===== config.mk =====
export PLATFORM = sky130hd
export DESIGN_NAME = plru_set_array
export DESIGN_NICKNAME = d
export VERILOG_FILES = /design/src/rtl/plru_pkg.sv /design/src/rtl/plru_tree_logic.sv /design/src/rtl/plru_set_array.sv
export SDC_FILE = /design/constraint.sdc
export NUM_CORES = 1
export LEC_CHECK = 0
export ABC_AREA = 1
export BUFFER_PORTS_ARGS = -buffer_cell sky130_fd_sc_hd__buf_2
export CORE_ASPECT_RATIO = 1.5
export CORE_MARGIN = 10
export CORE_UTILIZATION = 40
export DETAILED_ROUTE_END_ITERATION = 7
export HOLD_SLACK_MARGIN = 0.03
export PLACE_DENSITY = 0.67
export SLEW_MARGIN = 20
export SYNTH_ARGS = -nofsm -noshare
export SYNTH_HDL_FRONTEND = slang
export SYNTH_SLANG_ARGS = --single-unit

===== constraint.sdc =====
create_clock -name clk -period 2.15 [get_ports clk]
set_clock_uncertainty 0.05 [all_clocks]
set_input_delay 0.1075 -clock clk [delete_from_list [all_inputs] [get_ports clk]]
set_output_delay 0.1075 -clock clk [all_outputs]
set_load 0.01 [all_outputs]

===== src/rtl/plru_pkg.sv =====
// ----------------------------------------------------------------------------
// plru_pkg
// Shared definitions for the tree-PLRU set array.
//   sweep_state_e : states of the flush sweep controller (IDLE / SWEEP)
//   node_count()  : number of tree nodes for an associativity of 2^ways_log2
// ----------------------------------------------------------------------------
package plru_pkg;

   typedef enum logic {
      ST_IDLE  = 1'b0,
      ST_SWEEP = 1'b1
   } sweep_state_e;

   // A binary tree over 2^n leaves has 2^n - 1 internal nodes.
   function automatic int node_count(input int ways_log2);
      return (1 << ways_log2) - 1;
   endfunction

endpackage


===== src/rtl/plru_tree_logic.sv =====
// ----------------------------------------------------------------------------
// plru_tree_logic
// Combinational tree-PLRU logic for a single set.
//   i_tree      : current tree node bits of the set
//   i_valid     : current per-way valid bits of the set
//   i_way       : way being accessed or invalidated
//   i_inv       : 1 = invalidate i_way, 0 = access (mark MRU and valid)
//   o_victim    : lowest invalid way, otherwise the tree victim
//   o_tree_nxt  : tree bits after applying the access/invalidate
//   o_valid_nxt : valid bits after applying the access/invalidate
// ----------------------------------------------------------------------------
module plru_tree_logic
   import plru_pkg::*;
#(
   parameter  int WAYS_LOG2 = 2,
   localparam int WAYS      = 1 << WAYS_LOG2,
   localparam int NODES     = node_count(WAYS_LOG2)
) (
   input  logic [NODES-1:0]     i_tree,
   input  logic [WAYS-1:0]      i_valid,
   input  logic [WAYS_LOG2-1:0] i_way,
   input  logic                 i_inv,
   output logic [WAYS_LOG2-1:0] o_victim,
   output logic [NODES-1:0]     o_tree_nxt,
   output logic [WAYS-1:0]      o_valid_nxt
);

   logic [WAYS_LOG2-1:0] w_tree_way;
   logic [WAYS_LOG2-1:0] w_inv_way;
   logic                 w_any_inv;

   // Tree walk: level i sits at node (2^i - 1) + (way bits already chosen).
   // Bits above i are still zero while level i is evaluated, so the partial
   // way value is exactly the prefix.
   always_comb begin : victim_walk
      logic [WAYS_LOG2-1:0] v_node;
      v_node     = '0;
      w_tree_way = '0;
      for (int i = 0; i < WAYS_LOG2; i++) begin
         v_node        = WAYS_LOG2'((1 << i) - 1) + w_tree_way;
         w_tree_way[i] = i_tree[v_node];
      end
   end

   // Descending scan so the last hit is the lowest-indexed invalid way.
   always_comb begin : lowest_invalid
      w_any_inv = 1'b0;
      w_inv_way = '0;
      for (int k = WAYS - 1; k >= 0; k--) begin
         if (!i_valid[k]) begin
            w_any_inv = 1'b1;
            w_inv_way = WAYS_LOG2'(k);
         end
      end
   end

   assign o_victim = w_any_inv ? w_inv_way : w_tree_way;

   // Access points every path node away from the way (it becomes MRU);
   // invalidate points every path node toward it (it becomes the victim).
   always_comb begin : next_state
      logic [WAYS_LOG2-1:0] v_mask;
      logic [WAYS_LOG2-1:0] v_node;
      v_mask      = '0;
      v_node      = '0;
      o_tree_nxt  = i_tree;
      o_valid_nxt = i_valid;
      for (int i = 0; i < WAYS_LOG2; i++) begin
         v_mask             = WAYS_LOG2'((1 << i) - 1);
         v_node             = v_mask + (i_way & v_mask);
         o_tree_nxt[v_node] = i_inv ? i_way[i] : ~i_way[i];
      end
      o_valid_nxt[i_way] = ~i_inv;
   end

endmodule


===== src/rtl/plru_set_array.sv =====
// ----------------------------------------------------------------------------
// plru_set_array
// Per-set tree-PLRU replacement state with valid bits and a flush sweeper.
//   clk                      : clock, all state updates on the rising edge
//   rst_n                    : asynchronous active-low reset
//   lkp_set / victim_way     : lookup set and its replacement way
//   upd_en/upd_set/upd_way   : access (hit or fill), marks way MRU and valid
//   inv_en/inv_set/inv_way   : invalidate one way, making it the tree victim
//   flush                    : start a sweep clearing every set, one per cycle
//   busy                     : sweep in progress (updates/flush ignored)
// ----------------------------------------------------------------------------
module plru_set_array
   import plru_pkg::*;
#(
   parameter int WAYS_LOG2 = 2,
   parameter int SETS_LOG2 = 3
) (
   input  logic                 clk,
   input  logic                 rst_n,
   input  logic [SETS_LOG2-1:0] lkp_set,
   output logic [WAYS_LOG2-1:0] victim_way,
   input  logic                 upd_en,
   input  logic [SETS_LOG2-1:0] upd_set,
   input  logic [WAYS_LOG2-1:0] upd_way,
   input  logic                 inv_en,
   input  logic [SETS_LOG2-1:0] inv_set,
   input  logic [WAYS_LOG2-1:0] inv_way,
   input  logic                 flush,
   output logic                 busy
);

   localparam int WAYS  = 1 << WAYS_LOG2;
   localparam int SETS  = 1 << SETS_LOG2;
   localparam int NODES = node_count(WAYS_LOG2);

   logic [NODES-1:0]     r_tree  [SETS];
   logic [WAYS-1:0]      r_valid [SETS];
   sweep_state_e         r_state;
   logic [SETS_LOG2-1:0] r_cnt;
   logic                 r_busy;

   logic                 w_sweep;
   logic                 w_inv_eff;
   logic                 w_upd_eff;
   logic [NODES-1:0]     w_upd_tree;
   logic [WAYS-1:0]      w_upd_valid;
   logic [NODES-1:0]     w_inv_tree;
   logic [WAYS-1:0]      w_inv_valid;
   logic [NODES-1:0]     w_lkp_unused_tree;
   logic [WAYS-1:0]      w_lkp_unused_valid;
   logic [WAYS_LOG2-1:0] w_upd_unused_victim;
   logic [WAYS_LOG2-1:0] w_inv_unused_victim;

   assign w_sweep   = (r_state == ST_SWEEP);
   assign w_inv_eff = inv_en & ~w_sweep;
   // An invalidate to the same set owns that set this cycle; the access is dropped.
   assign w_upd_eff = upd_en & ~w_sweep & ~(w_inv_eff & (inv_set == upd_set));
   assign busy      = r_busy;

   plru_tree_logic #(.WAYS_LOG2(WAYS_LOG2)) u_lkp (
      .i_tree      (r_tree[lkp_set]),
      .i_valid     (r_valid[lkp_set]),
      .i_way       ('0),
      .i_inv       (1'b0),
      .o_victim    (victim_way),
      .o_tree_nxt  (w_lkp_unused_tree),
      .o_valid_nxt (w_lkp_unused_valid)
   );

   plru_tree_logic #(.WAYS_LOG2(WAYS_LOG2)) u_upd (
      .i_tree      (r_tree[upd_set]),
      .i_valid     (r_valid[upd_set]),
      .i_way       (upd_way),
      .i_inv       (1'b0),
      .o_victim    (w_upd_unused_victim),
      .o_tree_nxt  (w_upd_tree),
      .o_valid_nxt (w_upd_valid)
   );

   plru_tree_logic #(.WAYS_LOG2(WAYS_LOG2)) u_inv (
      .i_tree      (r_tree[inv_set]),
      .i_valid     (r_valid[inv_set]),
      .i_way       (inv_way),
      .i_inv       (1'b1),
      .o_victim    (w_inv_unused_victim),
      .o_tree_nxt  (w_inv_tree),
      .o_valid_nxt (w_inv_valid)
   );

   // Sweep controller: counter wrap from max back to 0 ends the sweep.
   always_ff @(posedge clk or negedge rst_n) begin
      if (!rst_n) begin
         r_state <= ST_IDLE;
         r_cnt   <= '0;
         r_busy  <= 1'b0;
      end else begin
         case (r_state)
            ST_IDLE: begin
               if (flush) begin
                  r_state <= ST_SWEEP;
                  r_cnt   <= '0;
                  r_busy  <= 1'b1;
               end
            end
            ST_SWEEP: begin
               r_cnt <= r_cnt + SETS_LOG2'(1);
               if (r_cnt == '1) begin
                  r_state <= ST_IDLE;
                  r_busy  <= 1'b0;
               end
            end
            default: begin
               r_state <= ST_IDLE;
               r_busy  <= 1'b0;
            end
         endcase
      end
   end

   // Set storage. w_upd_eff already excludes the same-set case, so the two
   // writes never target the same entry.
   always_ff @(posedge clk or negedge rst_n) begin
      if (!rst_n) begin
         for (int s = 0; s < SETS; s++) begin
            r_tree[s]  <= '0;
            r_valid[s] <= '0;
         end
      end else if (w_sweep) begin
         r_tree[r_cnt]  <= '0;
         r_valid[r_cnt] <= '0;
      end else begin
         if (w_upd_eff) begin
            r_tree[upd_set]  <= w_upd_tree;
            r_valid[upd_set] <= w_upd_valid;
         end
         if (w_inv_eff) begin
            r_tree[inv_set]  <= w_inv_tree;
            r_valid[inv_set] <= w_inv_valid;
         end
      end
   end

endmodule


# ---- Word level (Yosys, flattened, before mapping)
# Index checks and enable logic that the tools add are counted.
dict set report op_classes {
  n_eq_ne 4
  muxes 71
  bitwise 19
  reduce_logical 8
  addsub 4
  shift 0
  n_lt_le_gt_ge 16
  mul 0
  n_div 0
}
# operator n
set op_table {}
lappend op_table {{$mux W32} 4}
lappend op_table {{$mux W24} 4}
lappend op_table {{$bwmux W32} 2}
lappend op_table {{$bwmux W24} 2}
lappend op_table {{$bmux W4 S3} 3}
lappend op_table {{$demux W4 S3} 3}
lappend op_table {{$mux W4} 9}
lappend op_table {{$and A32 B32 Y32} 1}
lappend op_table {{$not A32 Y32} 1}
lappend op_table {{$mux W3} 10}
lappend op_table {{$bmux W3 S3} 3}
lappend op_table {{$demux W3 S3} 3}
lappend op_table {{$and A24 B24 Y24} 1}
lappend op_table {{$not A24 Y24} 1}
lappend op_table {{$ge A4 B4 Y1 const B} 4}
lappend op_table {{$not A3 Y4} 4}
lappend op_table {{$lt A2 B3 Y1 const B} 5}
lappend op_table {{$mux W1} 13}
lappend op_table {{$lt A4 B1 Y1 const B} 3}
lappend op_table {{$mux W2} 5}
lappend op_table {{$demux W1 S2} 4}
lappend op_table {{$ge A2 B1 Y1 const B} 4}
lappend op_table {{$logic_and A1 B1 Y1} 7}
lappend op_table {{$add A1 B1 Y2 const A} 3}
lappend op_table {{other kinds (15)} 23}
dict set report totals {
  latchBits 0
  wordCells 141
  ff_bits 61
  mem_bits_ro 0
  mem_count 0
  inputBits 18
  mem_bits_rw 0
  out_inout_bits 3
}

# ---- Longest topological paths before layout
# Gate-level depths: netlist of run 1.
dict set report depth {
  word_depth 12
  mapped_depth 14
  mapped_depth_nobuf 11
}

# ---- Modules after synthesis
# A second synthesis of run 1 with hierarchy kept.
dict set report hier_totals {
  hier_cells 1041
  area_unflattened_um2 5960.7
}
# module cells_each area_each_um2 seq_area_each_um2 n_inst
set by_module_without_submodules {}
lappend by_module_without_submodules {plru_set_array 921 5441.5 1526.5 1}
lappend by_module_without_submodules {{plru_tree_logic (u_lkp)} 41 178.9 0.0 1}
lappend by_module_without_submodules {{plru_tree_logic (u_inv)} 41 173.9 0.0 1}
lappend by_module_without_submodules {{plru_tree_logic (u_upd)} 38 166.4 0.0 1}

# ---- Worst setup path before layout of run 1
# Ideal clock, no wire load.
dict set report synth_timing {
  path_kind {register to register}
  start {reg r_state}
  end {reg r_valid[13] (netlist name)}
  arrival_time_ns 1.353
  path_buffers 1
  period_less_slack_ns 1.519
  slack_ns 0.631
  t_required_ns 1.983
  setup_time_ns 0.117
  path_stages_with_launch 12
  path_cell_list {dfrtp_1 buf_4 inv_2 nand2_2 nor2_2 nand2_8 nand3_4 inv_4 nand2_1 nand3_1 nand2_1 nand2_1}
}
dict set report synth_via {
  elab_chain_len 10
  elab_cells_between_ends 11
  classes_between {5 x mux; 6 x bitwise}
}
# element line
set synth_lines {}
lappend synth_lines {{from (decl)} plru_set_array.sv:38} ;# sweep_state_e r_state;
lappend synth_lines {{from (signal assigned)} plru_set_array.sv:93} ;# r_state <= ST_IDLE;
lappend synth_lines {{from (signal assigned)} plru_set_array.sv:100} ;# r_state <= ST_SWEEP;
lappend synth_lines {{from (signal assigned)} plru_set_array.sv:108} ;# r_state <= ST_IDLE;
lappend synth_lines {{$not A1 Y1} -}
lappend synth_lines {{$and A1 B1 Y1} plru_set_array.sv:55} ;# assign w_inv_eff = inv_en & ~w_sweep;
lappend synth_lines {{$and A1 B1 Y1} plru_set_array.sv:57} ;# assign w_upd_eff = upd_en & ~w_sweep & ~(w_inv_eff & (inv_set == upd_set));
lappend synth_lines {{$not A1 Y1} plru_set_array.sv:57}
lappend synth_lines {{$and A1 B1 Y1} plru_set_array.sv:57}
lappend synth_lines {{$mux W32} plru_set_array.sv:132} ;# if (w_upd_eff) begin
lappend synth_lines {{$mux W32} plru_set_array.sv:128} ;# end else if (w_sweep) begin
lappend synth_lines {{$bwmux W32} plru_set_array.sv:138} ;# r_valid[inv_set] <= w_inv_valid;
lappend synth_lines {{$mux W32} plru_set_array.sv:136} ;# if (w_inv_eff) begin
lappend synth_lines {{$mux W32 (*)} plru_set_array.sv:128}
lappend synth_lines {{to (signal, indexed assignment)} plru_set_array.sv:134} ;# r_valid[upd_set] <= w_upd_valid;
lappend synth_lines {{to (signal, indexed assignment)} plru_set_array.sv:138}
lappend synth_lines {{to (decl)} plru_set_array.sv:37} ;# logic [WAYS-1:0] r_valid [SETS];
# Mark *: on every way between the ends. The rest lies on a longest branch, timed or not. The select of a mux whose other input is x is not followed.
# A chain may end at the register's enable or synchronous reset.

# ---- Worst setup path after layout of run 1
dict set report layout_timing {
  start {reg r_valid[11] (netlist name)}
  end {out victim_way[1]}
}
dict set report layout_via {
  elab_chain_len 8
  elab_cells_between_ends 12
  classes_between {12 x mux}
}
# element line
set layout_lines {}
lappend layout_lines {{$bmux W4 S3 (*)} plru_set_array.sv:62} ;# .i_valid (r_valid[lkp_set]),
lappend layout_lines {{$mux W4 (implied by the code) (*) (2 in a row)} plru_set_array.sv:62}
lappend layout_lines {{$mux W2 / $mux W1 (equally long branches) (4 in a row)} plru_tree_logic.sv:50} ;# if (!i_valid[k]) begin
lappend layout_lines {{$mux W2 (*)} plru_tree_logic.sv:57} ;# assign o_victim = w_any_inv ? w_inv_way : w_tree_way;
lappend layout_lines {{to (decl)} plru_set_array.sv:21} ;# output logic [WAYS_LOG2-1:0] victim_way,
# Marks and branches as above.

==> flow_metrics.py, run 1 <==
metrics = {
    "outcome": {
        "outcome": "completed",
    },
    "sta": {
        "rsz0062_at_grt": "no",
        "clock.fmax_ghz": 0.537,
        "worst_pin_slew_ps": 698,
        "holdWs_ps": 207,
        "final-hold-violation-count": 0,
        "min_period_over_period": 0.866,
        "tns_ps": 0,
        "period_needed_ps": 1860,
        "slew_headroom": 0.533,
        "slew_viol_final": 0,
        "setup_violations": 0,
    },
    "clock_network": {
        "ctsRootBufferMaster": "clkbuf_16",
        "cts.sinks": 61,
        "cts_tree": "done",
        "clock_latency_ps": 340,
        "numCtsBuffers": 9,
        "cts_buffer_depth": 2,
        "cts_max_level": 3,
        "cts_setup_buffers": 0,
        "clkTransAtPathRegs_ps": 60,
    },
    "synthesis": {
        "synth_common_cells": "479 x nand2_1, 87 x nand3_1, 82 x a21oi_1",
        "yosysMostFrequentCell": "nand2_1",
        "synthAdderAreaFrac": 0.00444,
        "avgSynthCellArea_um2": 5.75,
        "async_reset_ff_frac": 1.00,
        "syn-cell-area_mm2": 0.00564,
        "synth_edf_count": 0,
        "ys_warn_count": 0,
        "synth_top_family_by_area": "simple AND/OR/NAND/NOR gates",
        "synthFlopType": "dfrtp_1",
        "synthMuxAreaShare": 0,
        "yosys-top-cells-area": "nand2_1 32%, dfrtp_1 27%, nand3_1 7.7%, a21oi_1 7.3%, inv_1 4.3%",
        "synth_xor_area_frac": 0,
        "ys_ff_latch": 61,
        "synth_compound_area_frac": 0.132,
        "syn-instance-count": 980,
        "yosys.area.top_type": "nand2_1",
        "seq_area_frac_synth": 0.271,
        "synth_fp_nets": 1000,
        "synth-simple-area-share": 0.496,
        "synth_cell_types": 27,
        "synth_top_area_frac": 0.319,
    },
    "worst_setup_path": {
        "path_buf_inv": 3,
        "worst-r2r-cell-count": 10,
        "slowest_delay_ps": 440,
        "slowest_stage": "dfrtp_1",
        "worst_ep_arrival_time_ps": 1700,
        "crit_fanout": 4,
        "critPathLaunchType": "register",
        "r2r_start": "r_valid[23]",
        "critPathRequiredTime_ps": 1990,
        "r2r_end": "r_valid[27]",
        "end_kind": "output port",
        "crit_family": "flip-flops",
        "crit_type": "register to output port",
        "path_cells": "inv_1 > a21oi_1 > o21ai_0 > nand3_1 > nand2_1 > nor2_1 > nand3_1 > nand2_1 > inv_1 > buf_2",
        "rrSetupSlack_ps": 350,
        "path_depth": 10,
    },
    "die": {
        "core_mm2": 0.0139,
        "die_area_mm2": 0.0193,
        "rows": 53,
        "start_util": 0.405,
        "fp.dieH_um": 165,
        "die_w_um": 117,
        "ios": 21,
    },
    "worst_hold_path": {
        "min_from": "upd_way[0]",
        "hold_path_end": "r_tree[18]",
        "hp-class": "primary input to register",
        "worstHoldPathCells": 4,
    },
    "final_layout": {
        "syn2layout_area_growth_pct": 9.85,
        "instances_no_fill": 1165,
        "insertedDiodeCount": 0,
        "nNetsFinal": 1015,
        "fin_area_mm2": 0.00619,
        "drive_above_1_share": 0.104,
    },
    "route": {
        "vias": 6474,
        "drtIter0Drc": 652,
        "wl_per_cell_um": 18.3,
        "firstDrtPassIters": 5,
        "drc": 0,
        "drt_wl_total_um": 21300,
        "viasPerCell": 5.56,
        "ant_nets": 0,
    },
    "place": {
        "place_area_mm2": 0.00587,
        "place_hpwl_um": 15400,
        "portBuffers": 20,
        "dp.cells": 1147,
        "gp_congestion": 1.00,
    },
    "grt": {
        "grt_usage": 0.227,
        "grt_remaining_overflow": 0,
        "antenna_found_initial": 0,
        "first_global_vias": 6168,
        "grt_max_degree": 60,
        "grt_first_pass_wirelength_um": 33400,
    },
    "power_and_ir_drop": {
        "irDropWorstVdd_mv": 0.716,
        "combPwrFrac": 0.434,
        "switching_share": 0.476,
        "powerDensity_mw_per_mm2": 1020,
        "leakage_nw": 3.49,
        "switchingPower_w": 0.00302,
        "internal_power_w": 0.00333,
        "clkPwrFrac": 0.237,
        "pwr-share-seq": 0.328,
    },
    "run": {
        "cap_violations": 0,
    },
}
==> layout by cell type (no fill, tap or decap), types with 3 or more instances in the layout <==
cell type	n
nor2_1	59
dfrtp_1	60
o21bai_1	6
o21ai_1	3
inv_2	14
o211ai_1	8
nor2_4	5
buf_4	12
nand2_2	10
inv_1	65
nand3_1	87
clkinv_1	3
clkinvlp_4	3
clkbuf_16	9
nor2_2	5
nand3_4	8
nand2_4	3
a21oi_1	82
a31oi_1	3
inv_4	8
buf_2	20
o21ai_0	32
nand2_1	479
o31ai_1	5
==> metal layers <==
| metal | GRT usage | wire length, µm | vias to the layer above |
|---|---|---|---|
| li1 | - | - | 3136 |
| met1 | 0.276 | 8390 | 2933 |
| met2 | 0.354 | 9640 | 320 |
| met3 | 0.0398 | 1870 | 85 |
| met4 | 0.156 | 1410 | 0 |
| met5 | 0 | 0 | - |
==> state kept, by name, indices dropped and copies added, names as in the netlist <==
signal / flops
busy: 1
r_cnt: 3
r_state: 1
r_tree: 24
r_valid: 32
==> power by group through the flow <==
stage                     registers [W]  logic [W]  clock network, W
after floorplan                 0.00182    0.00202                 0
after global placement          0.00208    0.00269                 0
after detailed placement        0.00207    0.00271                 0
after CTS                       0.00206    0.00272           0.00151
after global routing            0.00212    0.00311           0.00156
final                           0.00208    0.00276           0.00151
==> logic make-up after synthesis <==
group                      after synthesis
buffers and inverters                  121
DFF                                     61
adders and majority gates                2
AOI/OAI and AO/OA                      139
and+or+nand+nor                        657
==> stage by stage <==
step	setup WS, ps	total power (W)	utilization
after global placement	163	0.00477	0.422
after CTS	312	0.00628	0.445
after global routing	132	0.00678	0.445
after detailed placement	148	0.00478	0.422
after floorplan	631	0.00384	-
final	288	0.00635	0.445
==> worst max-delay path by stage <==
stage                           start       endpoint  slack (ps)
final                     r_valid[11]  victim_way[1]         290
after global routing       r_valid[6]  victim_way[1]         130
after CTS                 r_valid[11]  victim_way[1]         310
after detailed placement   upd_way[0]    r_valid[18]         150
after global placement     upd_way[0]    r_valid[18]         160
after floorplan               r_state    r_valid[13]         630
==> timing repair <==
item	in CTS	in global routing
hold buffers	2	0
gates resized for setup	0	0
setup endpoints to repair	0	0
endpoints found under the hold margin	21	0
==> cell type report <==
| class | instances | area [µm²] |
|---|---|---|
| tap | 165 | 206 |
| timing repair buffer | 35 | 230 |
| inverter | 90 | 358 |
| clock buffer | 10 | 239 |
| sequential | 61 | 1530 |
| multi-input combinational | 798 | 3570 |
| fill | 1520 | 7730 |
| clock inverter | 6 | 62.6 |
==> worst register-to-register path: cells and delay by family (launching register included) <==
kind | cells | cell delay (ps)
AO/OA/AOI/OAI | 1 | 160
flip-flops | 1 | 440
AND/OR/NAND/NOR | 9 | 1050
(Power assumes the default switching activity.)
==> inputs of run 2 (changes only) <==
==> constraint.sdc (replaced) <==
create_clock -name clk -period 2.15 [get_ports clk]
set_clock_uncertainty 0.05 [all_clocks]
set_input_delay 0.43 -clock clk [delete_from_list [all_inputs] [get_ports clk]]
set_output_delay 0.43 -clock clk [all_outputs]
set_load 0.01 [all_outputs]
==> run 2 against run 1 <==
  * Utilization up 2.7 points
  * Largest power group unchanged
  * Highest routed layer unchanged
  * Critical endpoint unchanged
  * Power grew 3.0%
  * Die area did not move
==> flow_metrics.py, run 2 (synthesized netlist as in run 1, its figures left out) <==
metrics = {
    "outcome": {
        "outcome": "completed",
    },
    "final_layout": {
        "final_cell_mix": "479 x nand2_1, 87 x nand3_1, 78 x a21oi_1",
        "nNetsFinal": 1058,
        "drive_above_1_share": 0.159,
        "fin_area_mm2": 0.00658,
        "biggestRegsByFlops": "r_valid x32, r_tree x24, r_cnt x3",
        "syn2layout_area_growth_pct": 16.6,
        "final_util": 0.472,
        "insertedDiodeCount": 0,
        "largest_register": "r_valid",
        "final_common_cell": "nand2_1",
        "largest_register_ffs": 32,
    },
    "worst_setup_path": {
        "r2r_end": "r_tree[14]",
        "end_kind": "output port",
        "crit_type": "register to output port",
        "worst_ep_arrival_time_ps": 1580,
        "rrSetupSlack_ps": 410,
        "critPathLaunchType": "register",
        "startpoint": "r_tree[16]",
        "cp-endpoint": "victim_way[1]",
        "critPathRequiredTime_ps": 1670,
        "crit_fanout": 5,
        "worst-r2r-cell-count": 5,
        "r2r_start": "r_state",
    },
    "grt": {
        "grt_first_pass_wirelength_um": 34100,
        "grt_usage": 0.231,
        "antenna_found_initial": 0,
        "grt_remaining_overflow": 0,
        "grt_max_degree": 62,
        "first_global_vias": 6051,
    },
    "sta": {
        "worst_pin_slew_ps": 687,
        "holdWs_ps": 45.9,
        "clock.fmax_ghz": 0.485,
        "final-hold-violation-count": 0,
        "min_period_over_period": 0.959,
        "setup_violations": 0,
        "slew_headroom": 0.540,
        "slew_viol_final": 0,
        "post-route-worst-setup-slack_ps": 87.2,
        "period_needed_ps": 2060,
        "rsz0062_at_grt": "yes",
    },
    "route": {
        "drc": 0,
        "drtIter0Drc": 640,
        "vias": 6706,
        "wl_per_cell_um": 18.2,
        "drt_wl_total_um": 22000,
        "firstDrtPassIters": 5,
        "ant_nets": 0,
        "viasPerCell": 5.56,
    },
    "place": {
        "gp_congestion": 1.02,
        "place_hpwl_um": 16200,
        "post-place-ws_ps": 69.3,
        "portBuffers": 20,
        "place_area_mm2": 0.00614,
    },
    "clock_network": {
        "clock_latency_ps": 340,
        "cts_buffer_depth": 2,
        "cts_tree": "done",
        "cts_hold_repair.buffers": 0,
        "numCtsBuffers": 9,
        "ctsRootBufferMaster": "clkbuf_16",
        "cts_max_level": 3,
        "cts.sinks": 61,
        "clkTransAtPathRegs_ps": 60,
    },
    "power_and_ir_drop": {
        "irDropWorstVdd_mv": 0.807,
        "pwr-share-seq": 0.317,
        "leakage_nw": 3.71,
        "switching_share": 0.473,
        "combPwrFrac": 0.476,
        "switchingPower_w": 0.00309,
        "internal_power_w": 0.00344,
        "powerDensity_mw_per_mm2": 994,
        "clkPwrFrac": 0.207,
    },
    "die": {
        "ios": 21,
        "die_w_um": 117,
        "core_mm2": 0.0139,
        "start_util": 0.405,
        "fp.dieH_um": 165,
        "die_area_mm2": 0.0193,
        "rows": 53,
    },
    "worst_hold_path": {
        "hp-class": "primary input to asynchronous set/reset pin",
    },
    "run": {
        "cap_violations": 0,
    },
}
-- run 2: critical path: stages, from the launching register on --
cell and delay [ps]:
dfrtp_1 470, o211ai_1 230, nand2_1 80, nand2_1 60, nand2_1 60, nand2_1 50, nand3_1 70, nand2_1 60
inv_1 30, buf_2 130
-- run 2: worst min-delay path by stage --
stage | end | slack [ps] | cells after the start
after global routing | r_valid[3] | 90 | 2
after floorplan | busy | 80 | 0
after global placement | r_valid[1] | 410 | 2
final | r_valid[3] | 50 | 2
after detailed placement | r_valid[1] | 410 | 2
after CTS | r_valid[3] | 60 | 2
-- run 2: routing by layer --
layer  global-route usage  routed length, µm  up-vias
met5                    0                  0        -
met1                0.292               8550     3033
li1                     -                  -     3216
met3               0.0369               2070       92
met4                0.136               1460        0
met2                0.361               9880      365
-- run 2: cell type report --
type                            instances  area [µm²]
Clock inverter                          2        10.0
Multi-Input combinational cell        798        3590
Fill cell                            1500        7350
Sequential cell                        61        1530
Tap cell                              165         206
Timing Repair Buffer                   77         609
Timing Repair inverter                  1        7.51
Inverter                               90         365
Clock buffer                           12         256
-- run 2: power groups by stage --
stage          Combinational, W  Sequential, W  Clock, W
2_1_floorplan           0.00202        0.00182         0
4_1_cts                 0.00288        0.00205   0.00136
6_report                0.00311        0.00207   0.00135
3_5_place_dp            0.00287        0.00207         0
3_3_place_gp            0.00283        0.00207         0
5_1_grt                 0.00349        0.00210   0.00140
-- run 2: per-stage QoR --
stage	total power, W	TNS (ps)	std cells
floorplan	0.00384	0	980
global placement	0.00490	0	1174
detailed placement	0.00493	0	1174
CTS	0.00629	0	1188
global route	0.00700	-21.1	1206
finish	0.00654	0	1206
-- run 2: what timing repair did --
| action | CTS | global route |
|---|---|---|
| buffers inserted | 0 | 17 |
| endpoints found under the setup margin | 0 | 2 |
| gates resized for setup | 0 | 35 |
